**config.mk**
```make
export PLATFORM = sky130hd
export DESIGN_NAME = alu_decode_stage_flat
export DESIGN_NICKNAME = d
export VERILOG_FILES = /design/src/rtl/alu_pkg.sv /design/src/rtl/alu_decode_stage_if.sv /design/src/rtl/rv32_decoder.sv /design/src/rtl/alu_decode_stage.sv /design/src/flat_wrapper.sv
export SDC_FILE = /design/constraint.sdc
export NUM_CORES = 1
export LEC_CHECK = 0
export BUFFER_PORTS_ARGS = -buffer_cell sky130_fd_sc_hd__buf_2
export CORE_ASPECT_RATIO = 0.6
export CORE_MARGIN = 2
export CORE_UTILIZATION = 54
export CTS_CLUSTER_SIZE = 10
export DETAILED_ROUTE_END_ITERATION = 8
export PLACE_DENSITY = 0.84
export SLEW_MARGIN = 0
export SYNTH_ARGS = -nofsm -noshare
export SYNTH_HDL_FRONTEND = slang
export SYNTH_SLANG_ARGS = --single-unit
```
**constraint.sdc**
```tcl
create_clock -name clk -period 1.9 [get_ports clk]
set_input_delay 0.095 -clock clk [delete_from_list [all_inputs] [get_ports clk]]
set_output_delay 0.095 -clock clk [all_outputs]
set_load 0.1 [all_outputs]
```
**src/rtl/alu_pkg.sv**
```systemverilog
// Shared types for the decode stage: ALU op encoding, RV32I opcodes and
// the decoded command bundle handed to execute.
package alu_pkg;

   localparam int unsigned XLEN = 32;

   typedef enum logic [3:0] {
      ALU_ADD   = 4'd0,
      ALU_SUB   = 4'd1,
      ALU_SLL   = 4'd2,
      ALU_SRL   = 4'd3,
      ALU_SRA   = 4'd4,
      ALU_AND   = 4'd5,
      ALU_OR    = 4'd6,
      ALU_XOR   = 4'd7,
      ALU_SLT   = 4'd8,
      ALU_SLTU  = 4'd9,
      ALU_EQ    = 4'd10,
      ALU_SGE   = 4'd11,
      ALU_SGEU  = 4'd12,
      ALU_PASS1 = 4'd13
   } alu_sel_e;

   localparam logic [6:0] OPC_OP     = 7'b0110011;
   localparam logic [6:0] OPC_OP_IMM = 7'b0010011;
   localparam logic [6:0] OPC_LOAD   = 7'b0000011;
   localparam logic [6:0] OPC_STORE  = 7'b0100011;
   localparam logic [6:0] OPC_BRANCH = 7'b1100011;
   localparam logic [6:0] OPC_JAL    = 7'b1101111;
   localparam logic [6:0] OPC_JALR   = 7'b1100111;
   localparam logic [6:0] OPC_LUI    = 7'b0110111;
   localparam logic [6:0] OPC_AUIPC  = 7'b0010111;

   typedef struct packed {
      alu_sel_e         aluselect;
      logic [4:0]       rs1;
      logic [4:0]       rs2;
      logic [4:0]       rd;
      logic [XLEN-1:0]  imm;
      logic             src0_pc;
      logic             src1_imm;
      logic             reg_write;
      logic             mem_read;
      logic             mem_write;
      logic             branch;
      logic             jump;
      logic             branch_invert;
      logic             illegal;
   } decoded_t;

   // funct3 -> ALU op for OP / OP_IMM; alt is funct7[5] (sub / sra)
   function automatic alu_sel_e alu_from_funct3(input logic [2:0] f3, input logic alt);
      alu_sel_e sel;
      sel = ALU_ADD;
      case (f3)
         3'd0: sel = alt ? ALU_SUB : ALU_ADD;
         3'd1: sel = ALU_SLL;
         3'd2: sel = ALU_SLT;
         3'd3: sel = ALU_SLTU;
         3'd4: sel = ALU_XOR;
         3'd5: sel = alt ? ALU_SRA : ALU_SRL;
         3'd6: sel = ALU_OR;
         3'd7: sel = ALU_AND;
         default: sel = ALU_ADD;
      endcase
      return sel;
   endfunction

endpackage

```
**src/rtl/alu_decode_stage_if.sv**
```systemverilog
// Fetch-side and execute-side signals of the decode stage.
// slave = the stage itself, master = the surrounding fetch/execute logic.
interface alu_decode_stage_if #(parameter int unsigned DATA_WIDTH = 32);

   logic                  in_valid;
   logic                  in_ready;
   logic [DATA_WIDTH-1:0] in_instr;
   logic [DATA_WIDTH-1:0] in_pc;

   logic                  out_valid;
   logic                  out_ready;
   logic [DATA_WIDTH-1:0] out_pc;
   logic [3:0]            out_aluselect;
   logic [4:0]            out_rs1;
   logic [4:0]            out_rs2;
   logic [4:0]            out_rd;
   logic [DATA_WIDTH-1:0] out_imm;
   logic                  out_src0_pc;
   logic                  out_src1_imm;
   logic                  out_reg_write;
   logic                  out_mem_read;
   logic                  out_mem_write;
   logic                  out_branch;
   logic                  out_jump;
   logic                  out_branch_invert;
   logic                  out_illegal;

   modport slave (
      input  in_valid, in_instr, in_pc, out_ready,
      output in_ready, out_valid, out_pc, out_aluselect, out_rs1, out_rs2, out_rd,
             out_imm, out_src0_pc, out_src1_imm, out_reg_write, out_mem_read,
             out_mem_write, out_branch, out_jump, out_branch_invert, out_illegal
   );

   modport master (
      output in_valid, in_instr, in_pc, out_ready,
      input  in_ready, out_valid, out_pc, out_aluselect, out_rs1, out_rs2, out_rd,
             out_imm, out_src0_pc, out_src1_imm, out_reg_write, out_mem_read,
             out_mem_write, out_branch, out_jump, out_branch_invert, out_illegal
   );

endinterface

```
**src/rtl/rv32_decoder.sv**
```systemverilog
// Purely combinational RV32I decoder: instruction word -> ALU command bundle.
// Register fields a format does not use are reported as 0.
module rv32_decoder
   import alu_pkg::*;
(
   input  logic [XLEN-1:0] instr,
   output decoded_t        dec
);

   logic [6:0]      opcode;
   logic [2:0]      funct3;
   logic [6:0]      funct7;
   logic [4:0]      f_rs1;
   logic [4:0]      f_rs2;
   logic [4:0]      f_rd;
   logic [XLEN-1:0] imm_i;
   logic [XLEN-1:0] imm_s;
   logic [XLEN-1:0] imm_b;
   logic [XLEN-1:0] imm_u;
   logic [XLEN-1:0] imm_j;
   logic [XLEN-1:0] imm_sh;

   assign opcode = instr[6:0];
   assign f_rd   = instr[11:7];
   assign funct3 = instr[14:12];
   assign f_rs1  = instr[19:15];
   assign f_rs2  = instr[24:20];
   assign funct7 = instr[31:25];

   assign imm_i  = {{20{instr[31]}}, instr[31:20]};
   assign imm_s  = {{20{instr[31]}}, instr[31:25], instr[11:7]};
   assign imm_b  = {{19{instr[31]}}, instr[31], instr[7], instr[30:25], instr[11:8], 1'b0};
   assign imm_u  = {instr[31:12], 12'b0};
   assign imm_j  = {{11{instr[31]}}, instr[31], instr[19:12], instr[20], instr[30:21], 1'b0};
   assign imm_sh = {27'b0, instr[24:20]};

   // Field extraction per opcode, then illegal squash and rd==x0 write suppression
   always_comb begin
      logic bad;
      bad = 1'b0;
      dec = '0;
      dec.aluselect = ALU_ADD;
      case (opcode)
         OPC_OP: begin
            dec.rs1 = f_rs1;
            dec.rs2 = f_rs2;
            dec.rd  = f_rd;
            dec.reg_write = 1'b1;
            if (funct7 == 7'b0000000 ||
                (funct7 == 7'b0100000 && (funct3 == 3'd0 || funct3 == 3'd5)))
               dec.aluselect = alu_from_funct3(funct3, funct7[5]);
            else
               bad = 1'b1;
         end
         OPC_OP_IMM: begin
            dec.rs1 = f_rs1;
            dec.rd  = f_rd;
            dec.src1_imm  = 1'b1;
            dec.reg_write = 1'b1;
            if (funct3 == 3'd1) begin
               dec.aluselect = ALU_SLL;
               dec.imm = imm_sh;
               bad = (funct7 != 7'b0000000);
            end else if (funct3 == 3'd5) begin
               dec.aluselect = alu_from_funct3(funct3, funct7[5]);
               dec.imm = imm_sh;
               bad = (funct7 != 7'b0000000) && (funct7 != 7'b0100000);
            end else begin
               dec.aluselect = alu_from_funct3(funct3, 1'b0);
               dec.imm = imm_i;
            end
         end
         OPC_LUI: begin
            dec.rd = f_rd;
            dec.aluselect = ALU_PASS1;
            dec.src1_imm  = 1'b1;
            dec.imm = imm_u;
            dec.reg_write = 1'b1;
         end
         OPC_AUIPC: begin
            dec.rd = f_rd;
            dec.src0_pc  = 1'b1;
            dec.src1_imm = 1'b1;
            dec.imm = imm_u;
            dec.reg_write = 1'b1;
         end
         OPC_JAL: begin
            dec.rd = f_rd;
            dec.src0_pc  = 1'b1;
            dec.src1_imm = 1'b1;
            dec.imm = imm_j;
            dec.reg_write = 1'b1;
            dec.jump = 1'b1;
         end
         OPC_JALR: begin
            dec.rs1 = f_rs1;
            dec.rd  = f_rd;
            dec.src1_imm = 1'b1;
            dec.imm = imm_i;
            dec.reg_write = 1'b1;
            dec.jump = 1'b1;
            bad = (funct3 != 3'd0);
         end
         OPC_LOAD: begin
            dec.rs1 = f_rs1;
            dec.rd  = f_rd;
            dec.src1_imm = 1'b1;
            dec.imm = imm_i;
            dec.reg_write = 1'b1;
            dec.mem_read  = 1'b1;
            bad = (funct3 == 3'd3) || (funct3 == 3'd6) || (funct3 == 3'd7);
         end
         OPC_STORE: begin
            dec.rs1 = f_rs1;
            dec.rs2 = f_rs2;
            dec.src1_imm  = 1'b1;
            dec.imm = imm_s;
            dec.mem_write = 1'b1;
            bad = (funct3 > 3'd2);
         end
         OPC_BRANCH: begin
            dec.rs1 = f_rs1;
            dec.rs2 = f_rs2;
            dec.imm = imm_b;
            dec.branch = 1'b1;
            case (funct3)
               3'd0: dec.aluselect = ALU_EQ;
               3'd1: begin
                  dec.aluselect = ALU_EQ;
                  dec.branch_invert = 1'b1;
               end
               3'd4: dec.aluselect = ALU_SLT;
               3'd5: dec.aluselect = ALU_SGE;
               3'd6: dec.aluselect = ALU_SLTU;
               3'd7: dec.aluselect = ALU_SGEU;
               default: bad = 1'b1;
            endcase
         end
         default: bad = 1'b1;
      endcase

      if (bad) begin
         dec = '0;
         dec.aluselect = ALU_ADD;
         dec.illegal = 1'b1;
      end
      if (dec.rd == 5'd0)
         dec.reg_write = 1'b0;
   end

endmodule

```
**src/rtl/alu_decode_stage.sv**
```systemverilog
// Decode stage: decodes fetched words and presents them to execute through
// a 2-entry skid buffer (main register at the output, skid behind it).
// in_ready is a flop, so there is no combinational path from out_ready.
module alu_decode_stage
   import alu_pkg::*;
#(
   parameter int unsigned DATA_WIDTH = 32
) (
   input  logic              clk,
   input  logic              rst_n,
   input  logic              flush,
   alu_decode_stage_if.slave bus
);

   typedef struct packed {
      logic [DATA_WIDTH-1:0] pc;
      decoded_t              dec;
   } entry_t;

   typedef enum logic [1:0] {
      S_EMPTY = 2'd0,
      S_ONE   = 2'd1,
      S_FULL  = 2'd2
   } state_e;

   state_e   state_q;
   state_e   state_d;
   logic     in_ready_q;
   logic     in_ready_d;
   logic     in_fire;
   logic     out_fire;
   logic     load_main_in;
   logic     load_main_skid;
   logic     load_skid_in;
   decoded_t dec_new;
   entry_t   entry_new;
   entry_t   main_q;
   entry_t   skid_q;

   rv32_decoder u_dec (
      .instr (bus.in_instr),
      .dec   (dec_new)
   );

   assign entry_new = '{pc: bus.in_pc, dec: dec_new};

   // Occupancy transitions; flush overrides and refuses the offered word
   always_comb begin
      state_d        = state_q;
      load_main_in   = 1'b0;
      load_main_skid = 1'b0;
      load_skid_in   = 1'b0;
      in_fire        = bus.in_valid & in_ready_q & ~flush;
      out_fire       = (state_q != S_EMPTY) & bus.out_ready;
      if (flush) begin
         state_d = S_EMPTY;
      end else begin
         case (state_q)
            S_EMPTY: begin
               if (in_fire) begin
                  load_main_in = 1'b1;
                  state_d = S_ONE;
               end
            end
            S_ONE: begin
               // Simultaneous in/out: the new word replaces the departing head
               if (in_fire && out_fire) begin
                  load_main_in = 1'b1;
               end else if (in_fire) begin
                  load_skid_in = 1'b1;
                  state_d = S_FULL;
               end else if (out_fire) begin
                  state_d = S_EMPTY;
               end
            end
            S_FULL: begin
               // in_ready is low here, so only the skid-to-main move happens
               if (out_fire) begin
                  load_main_skid = 1'b1;
                  state_d = S_ONE;
               end
            end
            default: state_d = S_EMPTY;
         endcase
      end
      in_ready_d = (state_d != S_FULL);
   end

   // Occupancy state and registered in_ready
   always_ff @(posedge clk) begin
      if (!rst_n) begin
         state_q    <= S_EMPTY;
         in_ready_q <= 1'b1;
      end else begin
         state_q    <= state_d;
         in_ready_q <= in_ready_d;
      end
   end

   // Entry storage: main feeds the outputs, skid holds the second entry
   always_ff @(posedge clk) begin
      if (!rst_n) begin
         main_q <= '0;
         skid_q <= '0;
      end else begin
         if (load_main_in)
            main_q <= entry_new;
         else if (load_main_skid)
            main_q <= skid_q;
         if (load_skid_in)
            skid_q <= entry_new;
      end
   end

   assign bus.in_ready          = in_ready_q;
   assign bus.out_valid         = (state_q != S_EMPTY);
   assign bus.out_pc            = main_q.pc;
   assign bus.out_aluselect     = main_q.dec.aluselect;
   assign bus.out_rs1           = main_q.dec.rs1;
   assign bus.out_rs2           = main_q.dec.rs2;
   assign bus.out_rd            = main_q.dec.rd;
   assign bus.out_imm           = main_q.dec.imm;
   assign bus.out_src0_pc       = main_q.dec.src0_pc;
   assign bus.out_src1_imm      = main_q.dec.src1_imm;
   assign bus.out_reg_write     = main_q.dec.reg_write;
   assign bus.out_mem_read      = main_q.dec.mem_read;
   assign bus.out_mem_write     = main_q.dec.mem_write;
   assign bus.out_branch        = main_q.dec.branch;
   assign bus.out_jump          = main_q.dec.jump;
   assign bus.out_branch_invert = main_q.dec.branch_invert;
   assign bus.out_illegal       = main_q.dec.illegal;

endmodule

```
**src/flat_wrapper.sv**
```systemverilog
// flat-port wrapper written by rule: the top's interface ports become plain ports
module alu_decode_stage_flat import alu_pkg::*;
#(
   parameter int unsigned DATA_WIDTH = 32
)
  (clk, rst_n, flush, bus_in_valid, bus_in_instr, bus_in_pc, bus_out_ready, bus_in_ready, bus_out_valid, bus_out_pc, bus_out_aluselect, bus_out_rs1, bus_out_rs2, bus_out_rd, bus_out_imm, bus_out_src0_pc, bus_out_src1_imm, bus_out_reg_write, bus_out_mem_read, bus_out_mem_write, bus_out_branch, bus_out_jump, bus_out_branch_invert, bus_out_illegal);
  alu_decode_stage_if #(.DATA_WIDTH(DATA_WIDTH)) bus_i ();
  input  logic clk;
  input  logic rst_n;
  input  logic flush;
  input wire logic [$bits(bus_i.in_valid)-1:0] bus_in_valid;
  input wire logic [$bits(bus_i.in_instr)-1:0] bus_in_instr;
  input wire logic [$bits(bus_i.in_pc)-1:0] bus_in_pc;
  input wire logic [$bits(bus_i.out_ready)-1:0] bus_out_ready;
  output wire logic [$bits(bus_i.in_ready)-1:0] bus_in_ready;
  output wire logic [$bits(bus_i.out_valid)-1:0] bus_out_valid;
  output wire logic [$bits(bus_i.out_pc)-1:0] bus_out_pc;
  output wire logic [$bits(bus_i.out_aluselect)-1:0] bus_out_aluselect;
  output wire logic [$bits(bus_i.out_rs1)-1:0] bus_out_rs1;
  output wire logic [$bits(bus_i.out_rs2)-1:0] bus_out_rs2;
  output wire logic [$bits(bus_i.out_rd)-1:0] bus_out_rd;
  output wire logic [$bits(bus_i.out_imm)-1:0] bus_out_imm;
  output wire logic [$bits(bus_i.out_src0_pc)-1:0] bus_out_src0_pc;
  output wire logic [$bits(bus_i.out_src1_imm)-1:0] bus_out_src1_imm;
  output wire logic [$bits(bus_i.out_reg_write)-1:0] bus_out_reg_write;
  output wire logic [$bits(bus_i.out_mem_read)-1:0] bus_out_mem_read;
  output wire logic [$bits(bus_i.out_mem_write)-1:0] bus_out_mem_write;
  output wire logic [$bits(bus_i.out_branch)-1:0] bus_out_branch;
  output wire logic [$bits(bus_i.out_jump)-1:0] bus_out_jump;
  output wire logic [$bits(bus_i.out_branch_invert)-1:0] bus_out_branch_invert;
  output wire logic [$bits(bus_i.out_illegal)-1:0] bus_out_illegal;
  assign bus_i.in_valid = bus_in_valid;
  assign bus_i.in_instr = bus_in_instr;
  assign bus_i.in_pc = bus_in_pc;
  assign bus_i.out_ready = bus_out_ready;
  assign bus_in_ready = bus_i.in_ready;
  assign bus_out_valid = bus_i.out_valid;
  assign bus_out_pc = bus_i.out_pc;
  assign bus_out_aluselect = bus_i.out_aluselect;
  assign bus_out_rs1 = bus_i.out_rs1;
  assign bus_out_rs2 = bus_i.out_rs2;
  assign bus_out_rd = bus_i.out_rd;
  assign bus_out_imm = bus_i.out_imm;
  assign bus_out_src0_pc = bus_i.out_src0_pc;
  assign bus_out_src1_imm = bus_i.out_src1_imm;
  assign bus_out_reg_write = bus_i.out_reg_write;
  assign bus_out_mem_read = bus_i.out_mem_read;
  assign bus_out_mem_write = bus_i.out_mem_write;
  assign bus_out_branch = bus_i.out_branch;
  assign bus_out_jump = bus_i.out_jump;
  assign bus_out_branch_invert = bus_i.out_branch_invert;
  assign bus_out_illegal = bus_i.out_illegal;
  alu_decode_stage #(.DATA_WIDTH(DATA_WIDTH)) u_core (.clk(clk), .rst_n(rst_n), .flush(flush), .bus(bus_i));
endmodule
```
==> flow_summary.yaml <==
run_status:
  outcome: "finished with violations"
  violations: "negative setup slack"
routing:
  wl_per_cell_um: 17.7
  first_pass_iters: 6
  via_count: 8354
  drtIter0Drc: 1035
  antenna_left: 0
  viasPerCell: 5.92
  drc_errors: 0
  routed_wl_mm: 24.9
pwr:
  irDropWorstVdd_mv: 0.580
  p_leak_uw: 0.00425
  p_per_area_nw_per_um2: 856
global_routing:
  grt_max_degree: 66
  grt_pass1_wl_mm: 39.3
  grt_usage: 0.307
  antenna_found_initial: 0
  grt-ovfl-total: 0
  grt_pass1_vias: 7555
clocking:
  clk_pin_slew_worst_paths_ns: 0.07
  cts_buffers: 17
  clock_latency_ns: 0.42
  cts_buffer_depth: 2
  clock_sinks: 187
  cts_tree: "done"
  post_cts_buffers: 0
  cts_root_buffer: "clkbuf_16"
  h-tree-depth: 4
synth:
  synthDistinctLibCells: 67
  synth-edff-count: 0
  synth_ff_type: "dfxtp_1"
  seq_area_frac_synth: 0.463
  postSynthCellCount: 1009
  synthesis.nets: 1078
  synth_warnings: 0
  synth_area_per_cell_um2: 8.02
  yosysTopAreaCell: "dfxtp_1"
  syn_area_um2: 8090
  async_reset_ff_frac: 0
  synth_top_area_share: 0.463
  ys_ff_latch: 187
  synth_area_leaders: "dfxtp_1 (46%), nand2_1 (13%), o21ai_0 (4.9%)"
final_layout:
  multi_input_area_um2: 4040
  final_cell_mix: "nand2_1 (285), dfxtp_1 (186), buf_2 (162)"
  register_area_um2: 3750
  antenna_cells: 0
  fin_nets: 1269
  final_common_cell: "nand2_1"
  syn2layout_area_growth_pct: 29.0
  n_fill_cell: 1114
  drive_gt1_frac: 0.219
sta:
  drv_slew: 0
  skew_ns: 0.0112
  fin_crit_sh: 1.00
  timing.final.ws_setup_ns: -0.00764
  worst_slew_pin_slew_ns: 0.603
  period_needed_ns: 1.91
  slew_headroom: 0.587
  finalSetupViolations: 1
  fmax_mhz: 524
  hold_violations: 0
  tns_ns: -0.00764
die:
  start_util: 0.556
  coreArea_um2: 14500
  fp-row-count: 34
  dieArea_um2: 16000
  chipWidth_um: 162
  die_h_um: 98.8
  boundaryPins: 163
critical_path:
  worstPathRequired_ns: 2.24
  worst_r2r_path_depth: 5
  worstSetupStartpointType: "input port"
  path_max_fanout: 5
  arrival_ns: 2.25
  end_kind: "flip-flop"
  worstSetupPathType: "in -> reg"
hold_path:
  hold_depth: 2
  hold_class: "in -> reg"
flow_run:
  cap_viol_max_count: 0
placement:
  portBuffers: 162
  place_ws_ns: 0.0610
  gp_congestion: 0.954
  hpwl_mm: 16.3
[final timing paths]
path,from,slack (ns),end
worst max-delay path,bus_in_instr[28],-0.008,u_core.skid_q[56]$_SDFFE_PN0P_
worst min-delay path,bus_out_ready,0.01,u_core.bus.in_ready$_SDFF_PN1_
worst max register to register,u_core.state_q[0]$_SDFF_PN0_,0.12,u_core.bus.out_pc[24]$_SDFFE_PN0P_
worst min register to register,u_core.skid_q[67]$_SDFFE_PN0P_,0.46,u_core.skid_q[67]$_SDFFE_PN0P_
[Yosys cell counts (4+ instances only)]
| master | n |
|---|---|
| nand2_1 | 285 |
| mux2i_1 | 20 |
| o21ai_0 | 80 |
| nor2_1 | 50 |
| a21oi_1 | 62 |
| a32o_1 | 12 |
| a31oi_1 | 26 |
| inv_1 | 5 |
| a22o_1 | 13 |
| nand2b_1 | 7 |
| nor2b_1 | 4 |
| a311oi_1 | 33 |
| nand3_1 | 22 |
| o22ai_1 | 27 |
| clkbuf_1 | 59 |
| dfxtp_1 | 187 |
| buf_2 | 16 |
| nand3b_1 | 4 |
| and2_1 | 4 |
| nor3_1 | 5 |
| and3_1 | 14 |
| buf_1 | 5 |
[layer usage]
metal | vias up | track usage | part of all wire
met5 | - | 0 | 0
met4 | 0 | 0.0830 | 0.016
met3 | 40 | 0.0715 | 0.11
met2 | 468 | 0.458 | 0.43
met1 | 3891 | 0.446 | 0.44
li1 | 3955 | - | -
[through the flow]
step | utilization | std cells | instance area [um2] | total power [uW] | hold slack, ns
3_3_place_gp | 0.640 | 1330 | 9310 | 5330 | 0.352
5_1_grt | 0.717 | 1410 | 10400 | 9230 | 0.000616
4_1_cts | 0.714 | 1409 | 10400 | 8920 | 0.000868
2_1_floorplan | - | 1009 | 8100 | 4990 | 0.208
6_report | 0.717 | 1410 | 10400 | 8940 | 0.0115
3_5_place_dp | 0.640 | 1330 | 9310 | 5330 | 0.354
[state kept, by name, indices dropped and copies added, names as in the netlist, 2 cells and up]
name / count
u_core.bus.out_rd: 5
u_core.bus.out_aluselect: 4
u_core.bus.out_imm: 32
u_core.bus.out_rs1: 5
u_core.skid_q: 92
u_core.state_q: 2
u_core.bus.out_rs2: 5
u_core.bus.out_pc: 32
[final cells by class]
cell class              count  share of cell area
repair buffers            257               0.171
inverters                   5             0.00180
flip-flops and latches    187               0.359
clock buffers              17              0.0408
well taps                 198              0.0237
multi-input cells         732               0.387
clock inverters            14              0.0167
[worst max-delay path, cell delays in order]
cell,delay [ns]
dlygate4sd3_1,0.53
buf_2,0.16
nor4_4,0.31
a21oi_2,0.15
a2111oi_0,0.51
o21ai_0,0.30
o21ai_0,0.19
[report_power, final]
part           leakage [uW]  internal, uW  switching, uW
sequential          0.00151          3990           43.9
clock              0.000293          1890           1690
combinational       0.00244           346            974
[what timing repair did]
item                       CTS  global route
gates resized for setup      0             7
setup endpoints to repair    0            66
hold buffers                48             0
hold endpoints to repair    86             0
[kinds of logic after synthesis]
kind of cell,Yosys count,synth area share
AOI/OAI and AO/OA,290,0.236
buffers and inverters,91,0.0482
DFF,187,0.463
xor gates and xnor gates,2,0.00217
and+or+nand+nor,419,0.227
muxes,20,0.0247
(Power assumes the default switching activity.)
